## src/rtl/sa_wdata_order_arbiter.sv

```systemverilog
// Slave-side W-channel arbiter: forwards whole W bursts one at a time, in AW grant order.
// Optional macro SA_WDATA_ORD_BYPASS_EN routes a grant into an empty, idle arbiter in the same cycle.
module sa_wdata_order_arbiter #(
  parameter int MST_AMT    = 2,
  parameter int DATA_WIDTH = 32,
  parameter int MST_ID_W   = $clog2(MST_AMT),
  parameter int ORD_DEPTH  = 4
) (
  input  logic                          ACLK_i,
  input  logic                          ARESET_i,
  input  logic                          aw_grant_valid_i,
  input  logic [MST_ID_W-1:0]           aw_grant_mst_id_i,
  output logic                          aw_grant_ready_o,
  input  logic [DATA_WIDTH*MST_AMT-1:0] dsp_WDATA_i,
  input  logic [MST_AMT-1:0]            dsp_WLAST_i,
  input  logic [MST_AMT-1:0]            dsp_WVALID_i,
  input  logic [MST_AMT-1:0]            dsp_WDATA_sel_i,
  output logic [MST_AMT-1:0]            dsp_WREADY_o,
  output logic [DATA_WIDTH-1:0]         s_WDATA_o,
  output logic                          s_WLAST_o,
  output logic                          s_WVALID_o,
  input  logic                          s_WREADY_i,
  output logic [$clog2(ORD_DEPTH):0]    ord_cnt_o,
  output logic                          dbg_state_o
);

  localparam int PTR_W = $clog2(ORD_DEPTH);
  localparam int CNT_W = PTR_W + 1;

  // Handshakes: a grant is pushed when aw_grant_valid_i && aw_grant_ready_o at a rising
  // edge; a W beat moves when valid && ready at a rising edge; valid never waits on ready.
  typedef enum logic {IDLE, BURST} state_t;

  state_t              state, state_nxt;
  logic [MST_ID_W-1:0] ord_mem [ORD_DEPTH];
  logic [PTR_W-1:0]    wr_ptr, rd_ptr;
  logic [CNT_W-1:0]    cnt;
  logic                full, empty;
  logic                push, pop, byp, route_act, beat_last;
  logic [MST_ID_W-1:0] head_id, route_id;
  logic [DATA_WIDTH-1:0] sel_data;
  logic                sel_valid, sel_last, sel_sel;

  assign full             = (cnt == CNT_W'(ORD_DEPTH));
  assign empty            = (cnt == '0);
  assign head_id          = ord_mem[rd_ptr];
  assign aw_grant_ready_o = !ARESET_i && !full;
  assign ord_cnt_o        = ARESET_i ? '0 : cnt;
  assign dbg_state_o      = (state == BURST);

  always_ff @(posedge ACLK_i) begin
    if (ARESET_i) begin
      state  <= IDLE;
      wr_ptr <= '0;
      rd_ptr <= '0;
      cnt    <= '0;
    end else begin
      state <= state_nxt;
      if (push) wr_ptr <= wr_ptr + PTR_W'(1);
      if (pop)  rd_ptr <= rd_ptr + PTR_W'(1);
      case ({push, pop})
        2'b10:   cnt <= cnt + CNT_W'(1);
        2'b01:   cnt <= cnt - CNT_W'(1);
        default: cnt <= cnt;
      endcase
    end
  end

  // Grant storage needs no reset: entries are only read below the count.
  always_ff @(posedge ACLK_i) begin
    if (push) ord_mem[wr_ptr] <= aw_grant_mst_id_i;
  end

  always_comb begin
    byp       = 1'b0;
    route_id  = head_id;
    sel_data  = '0;
    sel_valid = 1'b0;
    sel_last  = 1'b0;
    sel_sel   = 1'b0;
    state_nxt = state;
`ifdef SA_WDATA_ORD_BYPASS_EN
    byp = (state == IDLE) && empty && aw_grant_valid_i && !ARESET_i;
    if (byp) route_id = aw_grant_mst_id_i;
`endif
    route_act = ((state == BURST) || byp) && !ARESET_i;

    for (int m = 0; m < MST_AMT; m++) begin
      if (route_id == MST_ID_W'(m)) begin
        sel_data  = dsp_WDATA_i[DATA_WIDTH*m +: DATA_WIDTH];
        sel_valid = dsp_WVALID_i[m];
        sel_last  = dsp_WLAST_i[m];
        sel_sel   = dsp_WDATA_sel_i[m];
      end
    end

    s_WVALID_o   = route_act && sel_valid && sel_sel;
    s_WDATA_o    = route_act ? sel_data : '0;
    s_WLAST_o    = route_act && sel_last;
    dsp_WREADY_o = '0;
    for (int m = 0; m < MST_AMT; m++) begin
      if (route_act && (route_id == MST_ID_W'(m)))
        dsp_WREADY_o[m] = s_WREADY_i && dsp_WDATA_sel_i[m];
    end

    beat_last = s_WVALID_o && s_WREADY_i && s_WLAST_o;
    pop       = (state == BURST) && beat_last;
    // A bypassed grant whose whole burst finishes in the same cycle is never stored.
    push      = aw_grant_valid_i && aw_grant_ready_o && !(byp && beat_last);

    case (state)
      IDLE:    if (!empty || push) state_nxt = BURST;
      BURST:   if (pop && (cnt == CNT_W'(1)) && !push) state_nxt = IDLE;
      default: state_nxt = IDLE;
    endcase
  end

endmodule
```

## config.mk

```make
export PLATFORM = sky130hd
export DESIGN_NAME = sa_wdata_order_arbiter
export DESIGN_NICKNAME = d
export VERILOG_FILES = /design/src/rtl/sa_wdata_order_arbiter.sv
export SDC_FILE = /design/constraint.sdc
export NUM_CORES = 1
export LEC_CHECK = 0
export CAP_MARGIN = 15
export CORE_MARGIN = 5
export CORE_UTILIZATION = 31
export CTS_CLUSTER_DIAMETER = 60
export DETAILED_ROUTE_END_ITERATION = 10
export PLACE_DENSITY = 0.81
export SYNTH_ARGS = -nofsm -noshare
export SYNTH_HDL_FRONTEND = slang
export SYNTH_SLANG_ARGS = --single-unit
export TNS_END_PERCENT = 50
```

## constraint.sdc

```tcl
create_clock -name ACLK_i -period 2.8 [get_ports ACLK_i]
set_input_delay 0.28 -clock ACLK_i [delete_from_list [all_inputs] [get_ports ACLK_i]]
set_output_delay 0.28 -clock ACLK_i [all_outputs]
set_load 0.005 [all_outputs]
```

== Word level (Yosys, flattened, before mapping) ==
Memory sizes are Yosys's and may differ from the RTL's. A register that Yosys moved wholly into a read port is not among the register bits.
Index checks and enable logic that the tools add are counted.
Storage, ports and cells
  register bits: 8
  memory bits (writable): 4
  bits of input ports: 75
  output and inout bits: 41
  word-level logic and storage cells: 53
  memories: 1
Operators by class
  add/sub/neg operators: 4
  equality and inequality tests: 4
  multiplexer cells: 16
  bitwise operators: 2
  reduce and logical (&&, ||, !) cells: 22
Memories
  ord_mem: depth 4, width 1, read ports 1, clocked after memory_dff 1, write ports 1, RTL line 35  | logic [MST_ID_W-1:0] ord_mem [ORD_DEPTH];
Operators by type and width (count)
  32-bit two-way mux: 2
  1-bit logical AND: 15
  1-bit two-way mux: 9
  3-bit one-hot mux with 2 select lines: 1
  2-bit by 1-bit adder with 2-bit output, second input constant: 2
  1-bit logical NOT: 4
  2-bit two-way mux: 2
  3-bit by 1-bit adder with 3-bit output, second input constant: 1
  3-bit by 1-bit == test with 1-bit output, second input constant: 1
  3-bit == test, second input constant: 1
  3-bit logical NOT: 1
  3-bit two-way mux: 1
  3-bit by 1-bit subtractor with 3-bit output, second input constant: 1
  2-bit by 1-bit == test with 1-bit output, second input constant: 1
  2-bit == test, second input constant: 1
  1-bit inverter: 2
  1-bit one-hot mux with 2 select lines: 1
  2-bit nonzero test: 1
  1-bit logical OR: 1

== Longest topological paths before layout ==
  word-level depth: 11
  depth in mapped cells: 9
  mapped depth without buffers: 9

== Worst setup path before layout ==
OpenSTA, ideal clock, no wires.
  path kind: flip-flop to flip-flop
  from: reg with a tool-made name
  to: reg cnt[2]
  arrival time: 2410 ps
  required time: 2729 ps
  setup slack: 319 ps
  stages on the path, launching flop included: 8
  buffers on the path: 1
  period minus slack after synthesis: 2481 ps
  cell sequence: dfxtp_1 -> mux4_2 -> buf_6 -> mux2_4 -> nor4_4 -> ha_1 -> or3_1 -> a21oi_1
RTL lines
  to (signal assigned): RTL line 62  | 2'b10: cnt <= cnt + CNT_W'(1);
  to (signal assigned): RTL line 63  | 2'b01: cnt <= cnt - CNT_W'(1);
  to (signal assigned): RTL line 64  | default: cnt <= cnt;
  to (decl): RTL line 37  | logic [CNT_W-1:0] cnt;

==> qor.txt <==
Final nets: 385
Layout area overhead: 96.8%
Clock sinks: 14
Routed WL: 5220 um
Post-CTS setup buffers: 0
DRC violations left: 0
Layout filler cell count: 356
Initial DRC Count: 96
Worst Setup Start Kind: register
I/O pin cnt: 116
WP data arrival: 2.29 ns
R2r endpoint: cnt[2]
Worst clock skew: 0.00288 ns
Die Ht: 74.4 um
Placer Congestion: 0.844
Synth Cell Area: 1280 um^2
Cells along the critical path: mux2i_1 > mux2_2 > nand2_1 > a21oi_1 > clkdlybuf4s50_1
Worst setup path end: s_WDATA_o[28]
P_int: 497 uW
YS warnings: 0
Initial antenna violation count: 0
Crit-path slowest cell: mux2_2
Worst hold start: rd_ptr[0]
Critical setup path kind: reg -> out
Post-synth net total: 272
Reg power frac: 0.335
Antenna diode count: 0
Final Cycle Share: 0.919
RSZ-0062 raised after global routing: no
Worst min-delay path class: reg -> reg
Sw Ratio: 0.268
Worst-margin pin slew: 0.632 ns
Root buf cell: clkbuf_8
P_sw: 182 uW
Clock transition at the registers of the reported paths: 0.05 ns
CP max FO: 33
Mapped Cells: 188
Asr flop ratio synth: 0
Pleak: 0.00101 uW
Fin Hold WS: 0.501 ns
CTS HTree Levels: 1
Routed len/inst: 14.9 um
Final Worst Setup Slack: 0.228 ns
Post-route antenna net violation count: 0
Synth cell types: 28
Inst Count DP: 346
Worst R2R Path Depth: 6
CP Capture Type: output pin
Reg2reg start: ord_mem[3]
Maxcap violations: 0
TritonCTS Buffers: 3
Total negative slack: 0 ns
TritonRoute pass-1 iters: 4
Achievable frequency: 389 MHz
Pins Over Slew Limit: 0
Die area: 5530 um^2
Critical Path RT: 2.52 ns
Dpl cell area: 2480 um^2
Rel. slew slack: 0.579
Total grt overflow: 0
DIE WIDTH: 74.4 um
Setup violators final: 0
First-pass GRT wire length: 7630 um
Final-report hold violation count: 0
Finished Layout Cells: 350
P per Cell Area: 268 nW/um^2
DP HPWL: 4200 um
Pin count of the biggest net entering global routing: 34
Post-CTS sizing: 0
Core area: 4000 um^2
Clock share of power: 0.242
Vias/cell: 4.79
Register-to-Register Setup Slack: 0.23 ns
Sequential fraction of the synthesis area: 0.249
Fin area: 2530 um^2
Max Root-Sink Buffers: 2
#FFs+latches synth: 14
Status: completed
Vias: 1675
Vias in the first global route: 1615
Cell Rows: 23
Comb pwr share: 0.423
Share of cells above drive strength 1: 0.0467
Synth Flop Type: dfxtp_1
Worst vdd ir: 0.266 mV
# hold bufs at CTS: 0
I/O Buffers: 115
Worst path max stage delay: 0.59 ns
Starting Density: 0.321
CTS tree: yes
Total track usage: 0.178
Pre-CTS setup slack: 0.200 ns
Syn_area_per_cell: 6.84 um^2
Worst-Skew Late Latency: 0.24 ns
EDFF count, synth: 4
Final min period: 2.57 ns
==> placed cells by master (no fill, tap or decap) <==
| cell type | count |
|---|---|
| nor2_1 | 10 |
| mux2i_1 | 6 |
| o21ai_0 | 1 |
| dfxtp_1 | 10 |
| clkbuf_1 | 1 |
| xor2_1 | 2 |
| a211oi_1 | 1 |
| and2_1 | 1 |
| nand2b_1 | 3 |
| inv_1 | 8 |
| nand2_1 | 67 |
| nor4_2 | 1 |
| and3_1 | 6 |
| mux2_4 | 1 |
| o2111a_1 | 1 |
| xnor2_1 | 1 |
| mux4_2 | 1 |
| a41o_1 | 1 |
| clkbuf_8 | 3 |
| a21oi_1 | 35 |
| ha_1 | 9 |
| buf_4 | 5 |
| clkdlybuf4s50_1 | 115 |
| nand4b_1 | 1 |
| nor2b_1 | 1 |
| edfxtp_1 | 4 |
| o31ai_1 | 1 |
| or3_1 | 1 |
| nor4_4 | 1 |
| mux2_2 | 2 |
==> power by group through the flow <==
| stage | clock [uW] | combinational [uW] | sequential [uW] |
|---|---|---|---|
| floorplan | 0 | 106 | 229 |
| global placement | 0 | 284 | 231 |
| detailed placement | 0 | 286 | 231 |
| CTS | 170 | 289 | 227 |
| global route | 180 | 315 | 229 |
| finish | 164 | 287 | 227 |
==> logic make-up after synthesis <==
kind of cell	share of synthesized area
AOI/OAI and AO/OA	0.168
muxes	0.0935
adders and majority gates	0.0876
DFF	0.249
and+or+nand+nor	0.316
xor gates and xnor gates	0.0205
buffers and inverters	0.0643
==> cell usage after synthesis, drive strengths merged (3+ instances only) <==
cell	number	share of area
nand2	67	0.20
a21oi	35	0.14
clkbuf	11	0.032
dfxtp	10	0.16
nor2	10	0.029
ha	9	0.088
inv	8	0.023
and3	6	0.029
mux2i	6	0.047
edfxtp	4	0.093
mux2	3	0.029
nand2b	3	0.015
==> per-layer routing <==
layer	part of all wire	global-route usage	wire length, um
met1	0.40	0.220	2080
met2	0.50	0.320	2610
met3	0.095	0.0297	495
met4	0.0063	0.0415	33
met5	0	0	0
==> worst max-delay path: cells and delay by family (launching register included) <==
family	cells	cell delay, ns
multiplexers	2	0.79
buffers and inverters	1	0.55
flip-flops	1	0.39
AND/OR/NAND/NOR	1	0.12
AO/OA/AOI/OAI	1	0.18
==> area by class of cell <==
class,count,area [um^2],area share
Sequential cell,14,320,0.127
Timing Repair Buffer,120,1190,0.470
Clock buffer,4,45.0,0.0178
Multi-Input combinational cell,154,882,0.349
Tap cell,50,62.6,0.0247
Inverter,8,30.0,0.0119
==> worst min path at each step <==
stage | end | slack [ns] | depth (start not counted)
global route | rd_ptr[0] | 0.53 | 1
global placement | rd_ptr[0] | 0.48 | 1
floorplan | ord_mem[0] | 0.38 | 0
CTS | rd_ptr[0] | 0.50 | 1
detailed placement | rd_ptr[0] | 0.49 | 1
finish | rd_ptr[0] | 0.50 | 1
==> stage by stage <==
step | total power [uW] | utilization
after detailed placement | 518 | 0.621
after global placement | 516 | 0.621
after global routing | 723 | 0.632
after CTS | 686 | 0.632
final | 679 | 0.632
after floorplan | 336 | -
No activity file was read; power rests on OpenSTA's default activity.
